## src/rtl/aes_pkg.sv

```systemverilog
// Shared AES datapath constants and state byte-layout helpers.
// The state word is four 32-bit columns; column c occupies [32c+31:32c]
// and row r of that column occupies byte [8r+7:8r] inside the column.
package aes_pkg;

    localparam int AES_NR_256  = 14;
    localparam int AES_STATE_W = 128;
    localparam int AES_BYTE_W  = 8;
    localparam int AES_ROWS    = 4;
    localparam int AES_COLS    = 4;
    localparam int AES_COL_W   = AES_ROWS * AES_BYTE_W;

    // Bit offset of byte (col, row) within a state word.
    function automatic int aes_byte_off(input int col, input int row);
        return col * AES_COL_W + row * AES_BYTE_W;
    endfunction

endpackage

```

## src/rtl/aes_round_ctr.sv

```systemverilog
// Per-block round counter: counts 0..NR, wraps to 0 after NR, and flags
// the final and penultimate rounds for the output tagging logic.
module aes_round_ctr
    import aes_pkg::*;
#(
    parameter int NR = AES_NR_256
) (
    input  logic       clk,
    input  logic       rst_n,
    input  logic       clear,
    input  logic       inc,
    output logic [3:0] cnt,
    output logic       is_last,
    output logic       is_penult
);

    localparam logic [3:0] LAST_C   = 4'(NR);
    localparam logic [3:0] PENULT_C = 4'(NR - 1);

    // Round index register: abort wins over advance; wrap after the last round.
    always_ff @(posedge clk or negedge rst_n) begin
        if (!rst_n) begin
            cnt <= 4'd0;
        end else if (clear) begin
            cnt <= 4'd0;
        end else if (inc) begin
            cnt <= is_last ? 4'd0 : cnt + 4'd1;
        end
    end

    assign is_last   = (cnt == LAST_C);
    assign is_penult = (cnt == PENULT_C);

endmodule

```

## src/rtl/addroundkey_stage.sv

```systemverilog
// Registered AddRoundKey stage: joins the state and round-key streams,
// XORs them, and tags the registered result with its round index so the
// round controller knows when the next round must skip mixcolumn.
module addroundkey_stage
    import aes_pkg::*;
#(
    parameter int NR = AES_NR_256
) (
    input  logic                   clk,
    input  logic                   rst_n,
    input  logic                   clear_i,
    input  logic [AES_STATE_W-1:0] state_i,
    input  logic                   state_valid_i,
    output logic                   state_ready_o,
    input  logic [AES_STATE_W-1:0] rkey_i,
    input  logic                   rkey_valid_i,
    output logic                   rkey_ready_o,
    output logic [AES_STATE_W-1:0] state_o,
    output logic                   state_valid_o,
    input  logic                   state_ready_i,
    output logic [3:0]             round_o,
    output logic                   last_o,
    output logic                   skip_mix_o
);

    logic [AES_STATE_W-1:0] xor_p0;
    logic                   space_p0;
    logic                   fire_p0;
    logic [3:0]             cnt_p0;
    logic                   cnt_last_p0;
    logic                   cnt_penult_p0;

    logic [AES_STATE_W-1:0] state_p1;
    logic                   vld_p1;
    logic [3:0]             round_p1;
    logic                   last_p1;
    logic                   skip_mix_p1;

    // Stage p0: byte-wise key addition and the joint two-input handshake.
    // Each ready depends only on the other stream's valid so both words
    // are taken together or not at all.
    for (genvar c = 0; c < AES_COLS; c++) begin : g_col
        for (genvar r = 0; r < AES_ROWS; r++) begin : g_row
            assign xor_p0[aes_byte_off(c, r) +: AES_BYTE_W] =
                state_i[aes_byte_off(c, r) +: AES_BYTE_W] ^
                rkey_i[aes_byte_off(c, r) +: AES_BYTE_W];
        end
    end

    assign space_p0      = !vld_p1 || state_ready_i;
    assign fire_p0       = state_valid_i && rkey_valid_i && space_p0 && !clear_i;
    assign state_ready_o = rkey_valid_i && space_p0 && !clear_i;
    assign rkey_ready_o  = state_valid_i && space_p0 && !clear_i;

    aes_round_ctr #(
        .NR (NR)
    ) u_round_ctr (
        .clk       (clk),
        .rst_n     (rst_n),
        .clear     (clear_i),
        .inc       (fire_p0),
        .cnt       (cnt_p0),
        .is_last   (cnt_last_p0),
        .is_penult (cnt_penult_p0)
    );

    // Stage p1: output register; abort drops the word, a consumed word
    // without a replacement goes invalid, otherwise everything holds.
    always_ff @(posedge clk or negedge rst_n) begin
        if (!rst_n) begin
            state_p1    <= '0;
            vld_p1      <= 1'b0;
            round_p1    <= 4'd0;
            last_p1     <= 1'b0;
            skip_mix_p1 <= 1'b0;
        end else if (clear_i) begin
            vld_p1 <= 1'b0;
        end else if (fire_p0) begin
            state_p1    <= xor_p0;
            vld_p1      <= 1'b1;
            round_p1    <= cnt_p0;
            last_p1     <= cnt_last_p0;
            skip_mix_p1 <= cnt_penult_p0;
        end else if (state_ready_i) begin
            vld_p1 <= 1'b0;
        end
    end

    assign state_o       = state_p1;
    assign state_valid_o = vld_p1;
    assign round_o       = round_p1;
    assign last_o        = last_p1;
    assign skip_mix_o    = skip_mix_p1;

endmodule

```

## config.mk

```make
export PLATFORM = sky130hd
export DESIGN_NAME = addroundkey_stage
export DESIGN_NICKNAME = d
export VERILOG_FILES = /design/src/rtl/aes_pkg.sv /design/src/rtl/aes_round_ctr.sv /design/src/rtl/addroundkey_stage.sv
export SDC_FILE = /design/constraint.sdc
export NUM_CORES = 1
export LEC_CHECK = 0
export CELL_PAD_IN_SITES_DETAIL_PLACEMENT = 0
export CELL_PAD_IN_SITES_GLOBAL_PLACEMENT = 2
export CORE_AREA = 8 8 180 182
export CTS_BUF_LIST = sky130_fd_sc_hd__clkbuf_16
export DETAILED_ROUTE_END_ITERATION = 7
export DIE_AREA = 0 0 188 190
export PLACE_DENSITY_LB_ADDON = 0.2
export REMOVE_ABC_BUFFERS = 1
export SYNTH_ARGS = -nofsm -noshare
export SYNTH_HDL_FRONTEND = slang
export SYNTH_SLANG_ARGS = --single-unit
```

## constraint.sdc

```tcl
create_clock -name clk -period 2.16 [get_ports clk]
set_input_delay 0.432 -clock clk [delete_from_list [all_inputs] [get_ports clk]]
set_output_delay 0.432 -clock clk [all_outputs]
set_load 0.03 [all_outputs]
```

### Yosys cells after proc, flatten, opt, wreduce, memory -nomap -nowiden

Cells that the tools add are included.

* memory bits (read-only): 0
* memories kept: 0
* latch bits: 0
* output and inout bits: 137
* memory bits (writable): 0
* flip-flop bits (word level): 139

* div/mod/pow operators: 0
* $lt $le $gt $ge: 0
* shifts and indexed selects: 0
* reductions and logical operators: 13
* eq/ne operators: 2
* bitwise gates (word level): 17
* add/sub/neg operators: 1
* $mul: 0
* mux-type cells: 6

Operators with widths (number)
* 8-bit bitwise XOR: 16
* 4-bit 2-to-1 mux: 3
* 4-bit == test, second input constant: 2
* 1-bit logical AND: 7
* 4-bit by 1-bit adder with 4-bit output, second input constant: 1
* 1-bit 2-to-1 mux: 3
* 3-bit nonzero test: 1
* 1-bit logical NOT: 2
* 2-bit AND reduction: 1
* 2-bit nonzero test: 1
* 1-bit logical OR: 1
* 1-bit NOT: 1

### Depth between registers and ports, before layout

Gate-level depths: netlist (run 1).

* word-level depth: 6
* gate-level depth with buffers: 6

### Hierarchy

A second synthesis (run 1) with hierarchy kept.

* cells, all modules: 442
* area, all modules: 6545.0 um^2

Modules (own cells, without submodules)
* addroundkey_stage: instances 1, cells each 419, area each 6302.3 um^2, sequential area each 3378.2 um^2
* aes_round_ctr: instances 1, cells each 23, area each 242.7 um^2, sequential area each 100.1 um^2

### Worst setup path after synthesis (run 1)

OpenSTA, ideal clock, no wires.

* kind: reg2out
* start: register vld_p1, in the netlist state_valid_o
* end: output port rkey_ready_o
* required time: 1728 ps
* arrival time: 1554 ps
* path slack: 174 ps
* cell stages (with the launch flop): 4
* cell sequence: dfrtp_1 -> nor2b_1 -> buf_2 -> nor3b_1

* cells in the longest elaborated chain, start to end: 4

RTL lines
* start, declared: line addroundkey_stage.sv:34 `logic vld_p1;`
* start signal, assigned: line addroundkey_stage.sv:72 `vld_p1 <= 1'b0;`
* start signal, assigned: line addroundkey_stage.sv:77 `vld_p1 <= 1'b0;`
* start signal, assigned: line addroundkey_stage.sv:80 `vld_p1 <= 1'b1;`
* 1-bit logical NOT: line addroundkey_stage.sv:50 `assign space_p0 = !vld_p1 || state_ready_i;`
* 1-bit logical OR: line addroundkey_stage.sv:50
* 1-bit logical AND (2 in a row): line addroundkey_stage.sv:53 `assign rkey_ready_o = state_valid_i && space_p0 && !clear_i;`
* end, declared: line addroundkey_stage.sv:17 `output logic rkey_ready_o,`

Every way passes these cells.

### Final worst setup path (run 1)

* start: input port state_ready_i
* end: output port rkey_ready_o

* cells in the longest elaborated chain, start to end: 3

RTL lines
* start, declared: line addroundkey_stage.sv:20 `input logic state_ready_i,`
* 1-bit logical OR: line addroundkey_stage.sv:50
* 1-bit logical AND (2 in a row): line addroundkey_stage.sv:53

Every way passes these cells.

==> results_dict.tcl, run 1 <==
set metrics [dict create \
    status "finished, violations left" \
    violations "negative hold slack" \
    pin_count 399 \
    drt_iter0_drc 107 \
    netlist_instances 446 \
    cts_buffer_depth 2 \
    tightestPinTransition_ps 569 \
    routed_wl_um 22600 \
    p_int_uw 6990 \
    cts_buffers 17 \
    wl_per_cell_um 17.8 \
    pwr-share-clk_pct 28.3 \
    sw_frac_of_total_pct 34.0 \
    grt_remaining_overflow 0 \
    synth_area_um2 6410 \
    relSlewSlack_pct 62.0 \
    crit_path_end_kind "output port" \
    cts_root_buffer "clkbuf_16" \
    htree_levels 4 \
    hold_ws_ps -10.0 \
    crit_fanout 7 \
    fin_crit_sh_pct 96.4 \
    rows 63 \
    rsz0062_at_grt "false" \
    fin_crit_ps 2080 \
    total_power_uw 10600 \
    layout.nets 1131 \
    die_x_um 188 \
    setup_ws_ps 78.4 \
    via_per_inst 3.91 \
    grt_antenna_before_repair 0 \
    core_um2 29400 \
    worst_r2r_startpoint "state_valid_o$_DFFE_PN0P_" \
    leakagePower_uw 0.00476 \
    initial_core_util_pct 21.8 \
    arrival_ps 1650 \
    seqPwrFrac_pct 33.2 \
    grt_max_degree 57 \
    setup_viol 0 \
    slew_viol_final 0 \
    cp_top_family "buffers and inverters" \
    peakVddDrop_v 0.000406 \
    finalSetupTns_ps 0 \
    die_area_um2 35700 \
    crit_path_start "state_ready_i" \
    worst_path_largest_cell_delay_ps 470 \
    clock_sinks 139 \
    crit_top_cell "buf_12" \
    drc 0 \
    hold_viol 4 \
    comb_power_share_pct 38.6 \
    final_common_cell "clkdlybuf4s50_1" \
    critPathKind "input port to output port" \
    crit_path_top_delay_cell "clkdlybuf4s50_1" \
    path_cells "clkdlybuf4s50_1, nor2b_1, buf_12, buf_4, nor3b_2, buf_12" \
    syn_to_final_growth_pct 81.5 \
    final_cell_mix "395 x clkdlybuf4s50_1, 139 x dfrtp_1, 128 x xor2_1, 74 x mux2_2, 60 x mux2_1" \
    yosysSeqAreaShare_pct 54.3 \
    synth_top_cell_by_area "dfrtp_1" \
    r2r-end "state_o[59]$_DFFE_PN0P_" \
    switchingPower_uw 3590 \
    detailed_place_hpwl_um 18800 \
    grt_pass1_wl_um 34200 \
    synth_top_cells_by_area "dfrtp_1 54%, xor2_1 18%, mux2_2 13%" \
    crit_path_start_kind "input port" \
    vias 4973 \
    n_antenna_cell 0 \
    skew_ps 14.8 \
    gp_congestion 0.824 \
    rr_worst_depth 6 \
    critPathCapture "rkey_ready_o" \
    yosys.cell_types.count 21 \
    layout-drive-gt1-share_pct 14.9 \
    avgSynthCellArea_um2 14.4 \
    power_density_nw_per_um2 910 \
    crit_cells 6 \
    crit_buf_inv 4 \
    min_path_type "input port to asynchronous set/reset pin" \
    r2r_slack_ps 380 \
    synth_top_area_share_pct 54.3 \
    ant_nets 0 \
    cts_tree "yes" \
    portBuffers 398 \
    dieHeight_um 190 \
    grt_pass1_vias 5696 \
    grtUsageTotal_pct 12.4 \
    maxCapViolations 0 \
    ys_warn_count 0 \
    clkTransAtPathRegs_ps 70 \
    synth-seq-cells 139 \
    clk_latency_ps 410 \
    fmax_mhz 480 \
    dpl_worst_slack_ps -65.6 \
    first_pass_iters 4 \
    required_ps 1730 \
]
[worst reg2reg max path, delay by kind of cell (launching register included)]
family | cells | cell delay, ps
flip-flops | 1 | 390
AND/OR/NAND/NOR | 2 | 340
buffers and inverters | 3 | 550
multiplexers | 1 | 370
[sequential cells by signal (all words and copies together) (netlist names)]
register,cells
skip_mix_o,1
u_round_ctr.cnt,4
round_o,4
state_o,128
last_o,1
state_valid_o,1
[how the worst min path moves through the flow]
stage / from / end / slack [ps]
finish: rst_n / state_o[32]$_DFFE_PN0P_ / -10
global route: rst_n / state_o[55]$_DFFE_PN0P_ / 20
CTS: rst_n / state_o[55]$_DFFE_PN0P_ / 5
detailed placement: rst_n / state_o[55]$_DFFE_PN0P_ / 460
global placement: rst_n / state_o[32]$_DFFE_PN0P_ / 450
floorplan: rst_n / last_o$_DFFE_PN0P_ / 140
[cells by family after synthesis]
logic type,Yosys count,synth area share (%)
simple gates,17,1.72
mux,134,23.6
buf+inv,16,1.86
compound gates,12,1.07
xor+xnor,128,17.5
flops,139,54.3
[stage by stage]
step,instances,cell area [µm²],utilization [%]
after floorplan,430,6290,-
after global placement,1240,11000,37.5
after detailed placement,1240,11000,37.5
after CTS,1271,11600,39.5
after global routing,1271,11600,39.5
final,1271,11600,39.5
[synthesized netlist by cell type (all sizes together)]
| cell | number |
|---|---|
| nor3 | 1 |
| mux2 | 134 |
| or3 | 1 |
| nor2 | 1 |
| o21ai | 2 |
| o31ai | 3 |
| clkbuf | 1 |
| nor2b | 1 |
| dfrtp | 139 |
| nand2 | 4 |
| a21oi | 6 |
| nand2b | 3 |
| buf | 15 |
| or4 | 2 |
| nand4 | 1 |
| a31oi | 1 |
| nor3b | 3 |
| xor2 | 128 |
[power groups by stage]
stage	combinational [µW]	sequential [µW]	clock, µW
floorplan	671	4780	0
global placement	4140	3540	0
detailed placement	4160	3570	0
CTS	4170	3530	3110
global route	4290	3600	3230
finish	4080	3510	2990
[layer usage]
layer / part of all wire, % / up-vias / GRT usage [%]
li1: - / 2366 / -
met1: 39 / 2374 / 13.8
met2: 53 / 228 / 22.1
met3: 7.7 / 5 / 4.91
met4: 0.47 / 0 / 2.36
met5: 0 / - / 0
[area by class of cell]
type                       count  area [µm²]
clock inverter                14         171
multi-input combinational    291        2820
tap                          390         488
timing repair buffer         420        4250
sequential                   139        3480
fill                        2833       17800
clock buffer                  17         425
[timing repair]
action / in CTS / in global routing
endpoints found under the hold margin: 0 / 0
setup buffers: 0 / 0
hold buffers: 0 / 0
gates resized for setup: 1 / 1
endpoints found under the setup margin: 1 / 1
No activity file was read; power rests on OpenSTA's default activity.
==> run 2, diff against run 1 <==
--- a/config.mk
+++ b/config.mk
@@ -5,12 +5,13 @@
 export SDC_FILE = /design/constraint.sdc
 export NUM_CORES = 1
 export LEC_CHECK = 0
+export ABC_AREA = 1
 export CELL_PAD_IN_SITES_DETAIL_PLACEMENT = 0
 export CELL_PAD_IN_SITES_GLOBAL_PLACEMENT = 2
-export CORE_AREA = 8 8 180 182
+export CORE_AREA = 8 8 187 189
 export CTS_BUF_LIST = sky130_fd_sc_hd__clkbuf_16
 export DETAILED_ROUTE_END_ITERATION = 7
-export DIE_AREA = 0 0 188 190
+export DIE_AREA = 0 0 195 197
 export PLACE_DENSITY_LB_ADDON = 0.2
 export REMOVE_ABC_BUFFERS = 1
 export SYNTH_ARGS = -nofsm -noshare
==> results_dict.tcl, run 2 <==
set metrics [dict create \
    cts_resized 0 \
    cp_top_family "buffers and inverters" \
    dp.cells 1410 \
    synthTopCellsByCount "154 x nand2_1, 139 x dfrtp_1, 128 x xnor2_1" \
    fillers 3252 \
    drt_iter0_drc 157 \
    grt_pass1_vias 5883 \
    status "finished, final reports clean" \
    pin_count 399 \
    vias 5451 \
    synth_area_um2 6620 \
    yosys.cell_types.count 15 \
    rows 66 \
    clock_sinks 139 \
    avgSynthCellArea_um2 10.9 \
    crit_fanout 2 \
    maxCapViolations 0 \
    path_cells "clkdlybuf4s50_1" \
    critPathKind "flop to output port" \
    cts_tree "yes" \
    fmax_mhz 506 \
    grt_antenna_before_repair 0 \
    slew_viol_final 0 \
    grtUsageTotal_pct 12.1 \
    final_common_cell "clkdlybuf4s50_1" \
    grt_max_degree 46 \
    skew_ps 9.02 \
    via_per_inst 3.78 \
    die_area_um2 38400 \
    crit_buf_inv 1 \
    tightestPinTransition_ps 483 \
    die_x_um 195 \
    synth-seq-cells 139 \
    synth_top_cells_by_area "dfrtp_1 53%, xnor2_1 17%, o21ai_2 12%" \
    detailed_place_hpwl_um 19300 \
    min_path_type "flop to flop" \
    dieHeight_um 197 \
    grt_pass1_wl_um 35500 \
    cts_buffers 17 \
    core_um2 32000 \
    peakVddDrop_v 0.000489 \
    yosys_most_used_dff "dfrtp_1" \
    cts_buffer_depth 2 \
    htree_levels 4 \
    worst_path_largest_cell_delay_ps 790 \
    cts_root_buffer "clkbuf_16" \
    clkTransAtPathRegs_ps 60 \
    ys_warn_count 0 \
    finalSetupTns_ps 0 \
    crit_path_start_kind "flop" \
    required_ps 1730 \
    gp_congestion 0.688 \
    ant_nets 0 \
    final_cell_mix "395 x clkdlybuf4s50_1, 154 x nand2_1, 139 x dfrtp_1, 128 x xnor2_1, 94 x o21ai_2" \
    setup_ws_ps 182 \
    n_antenna_cell 0 \
    async_flop_share_pct 100 \
    portBuffers 398 \
    routed_wl_um 23500 \
    power_density_nw_per_um2 835 \
    clk_latency_ps 410 \
    crit_path_end_kind "output port" \
    fin_crit_ps 1980 \
    setup_viol 0 \
    synth_edf_count 0 \
    regArea_um2 3480 \
    yosysSeqAreaShare_pct 52.5 \
    first_pass_iters 4 \
    initial_core_util_pct 20.7 \
    grt_remaining_overflow 0 \
    drc 0 \
    leakagePower_uw 0.00477 \
    hold_viol 0 \
    dpl_worst_slack_ps 215 \
    synth_top_cell_by_area "dfrtp_1" \
    multi_input_area_um2 2810 \
    relSlewSlack_pct 67.7 \
    netlist_instances 610 \
    layout-drive-gt1-share_pct 14.9 \
    cts.repair_timing.setup_buffer_count 0 \
    instances_no_fill 1443 \
    fin_crit_sh_pct 91.6 \
    crit_path_top_delay_cell "clkdlybuf4s50_1" \
    fin_util_pct 36.6 \
    wl_per_cell_um 16.3 \
    synth_top_area_share_pct 52.5 \
    syn_to_final_growth_pct 76.9 \
    rsz0062_at_grt "false" \
    largest_reg_flops 128 \
    holdBufCountCts 1 \
    yosysMostFrequentCell "nand2_1" \
    layout.nets 1284 \
    arrival_ps 1550 \
]
==> run 2: cell types whose count changed after synthesis, moves of 8 or more <==
| cell | before | now |
|---|---|---|
| buf_2 | 8 | 0 |
| buf_6 | 6 | 25 |
| inv_1 | 0 | 9 |
| mux2_1 | 60 | 0 |
| mux2_2 | 74 | 0 |
| nand2_1 | 4 | 154 |
| o21ai_0 | 2 | 41 |
| o21ai_2 | 0 | 94 |
| xnor2_1 | 0 | 128 |
| xor2_1 | 128 | 0 |
==> run 2: final timing paths <==
check	startpoint	to	slack, ps	depth (start not counted)
setup / recovery	state_o[63]$_DFFE_PN0P_	state_o[63]	180	1
hold / removal	state_o[120]$_DFFE_PN0P_	state_o[120]$_DFFE_PN0P_	480	2
setup reg to reg	state_valid_o$_DFFE_PN0P_	state_o[108]$_DFFE_PN0P_	800	6
hold reg to reg	state_o[120]$_DFFE_PN0P_	state_o[120]$_DFFE_PN0P_	480	2
max in group asynchronous	rst_n	state_o[98]$_DFFE_PN0P_	990	3
min in group asynchronous	rst_n	state_o[54]$_DFFE_PN0P_	520	2
==> run 2: worst min-delay path, delay by kind of cell, from the launching register on <==
kind             cells  cell delay (ps)
AND/OR/NAND/NOR      1               60
flip-flops           1              340
AO/OA/AOI/OAI        1               50
==> run 2: final cells by class <==
type                            instances  share of cell area [%]
Timing Repair Buffer                  422                    36.8
Clock buffer                           17                    3.63
Inverter                               10                   0.320
Clock inverter                         15                    1.20
Sequential cell                       139                    29.7
Multi-Input combinational cell        432                    24.0
Tap cell                              408                    4.36
==> run 2: logic make-up after synthesis <==
group                     Yosys count  synth area share [%]
xor gates and xnor gates          128                  16.9
DFF                               139                  52.5
buffers and inverters              39                  5.06
AOI/OAI and AO/OA                 137                  15.7
and+or+nand+nor                   167                  9.81
==> run 2: per-layer routing <==
layer  up-vias  part of all wire (%)  track usage [%]
met1      2468                    40             13.7
met4         0                  0.74             2.86
met3         5                   7.7             4.81
li1       2788                     -                -
met2       190                    52             21.0
met5         -                     0                0
==> run 2: per-stage QoR <==
step / area (µm²) / power (µW) / hold slack (ps)
final: 11700 / 9780 / 478
after global routing: 11700 / 10300 / 494
after CTS: 11700 / 10000 / 483
after detailed placement: 11100 / 7040 / 416
after global placement: 11100 / 7030 / 419
after floorplan: 6320 / 5110 / 136
==> run 2: power by group <==
group	internal, µW	switching, µW	total, µW
combinational	1670	1930	3600
sequential	3070	248	3320
clock	1610	1250	2860
total	6350	3430	9780
==> run 3, diff against run 2 <==
--- a/config.mk
+++ b/config.mk
@@ -5,13 +5,12 @@
 export SDC_FILE = /design/constraint.sdc
 export NUM_CORES = 1
 export LEC_CHECK = 0
-export ABC_AREA = 1
 export CELL_PAD_IN_SITES_DETAIL_PLACEMENT = 0
 export CELL_PAD_IN_SITES_GLOBAL_PLACEMENT = 2
-export CORE_AREA = 8 8 187 189
+export CORE_AREA = 8 8 180 182
 export CTS_BUF_LIST = sky130_fd_sc_hd__clkbuf_16
 export DETAILED_ROUTE_END_ITERATION = 7
-export DIE_AREA = 0 0 195 197
+export DIE_AREA = 0 0 188 190
 export PLACE_DENSITY_LB_ADDON = 0.2
 export REMOVE_ABC_BUFFERS = 1
 export SYNTH_ARGS = -nofsm -noshare
==> results of run 3 <==
No change in the layout: final DEF, timing and power equal those of run 1.
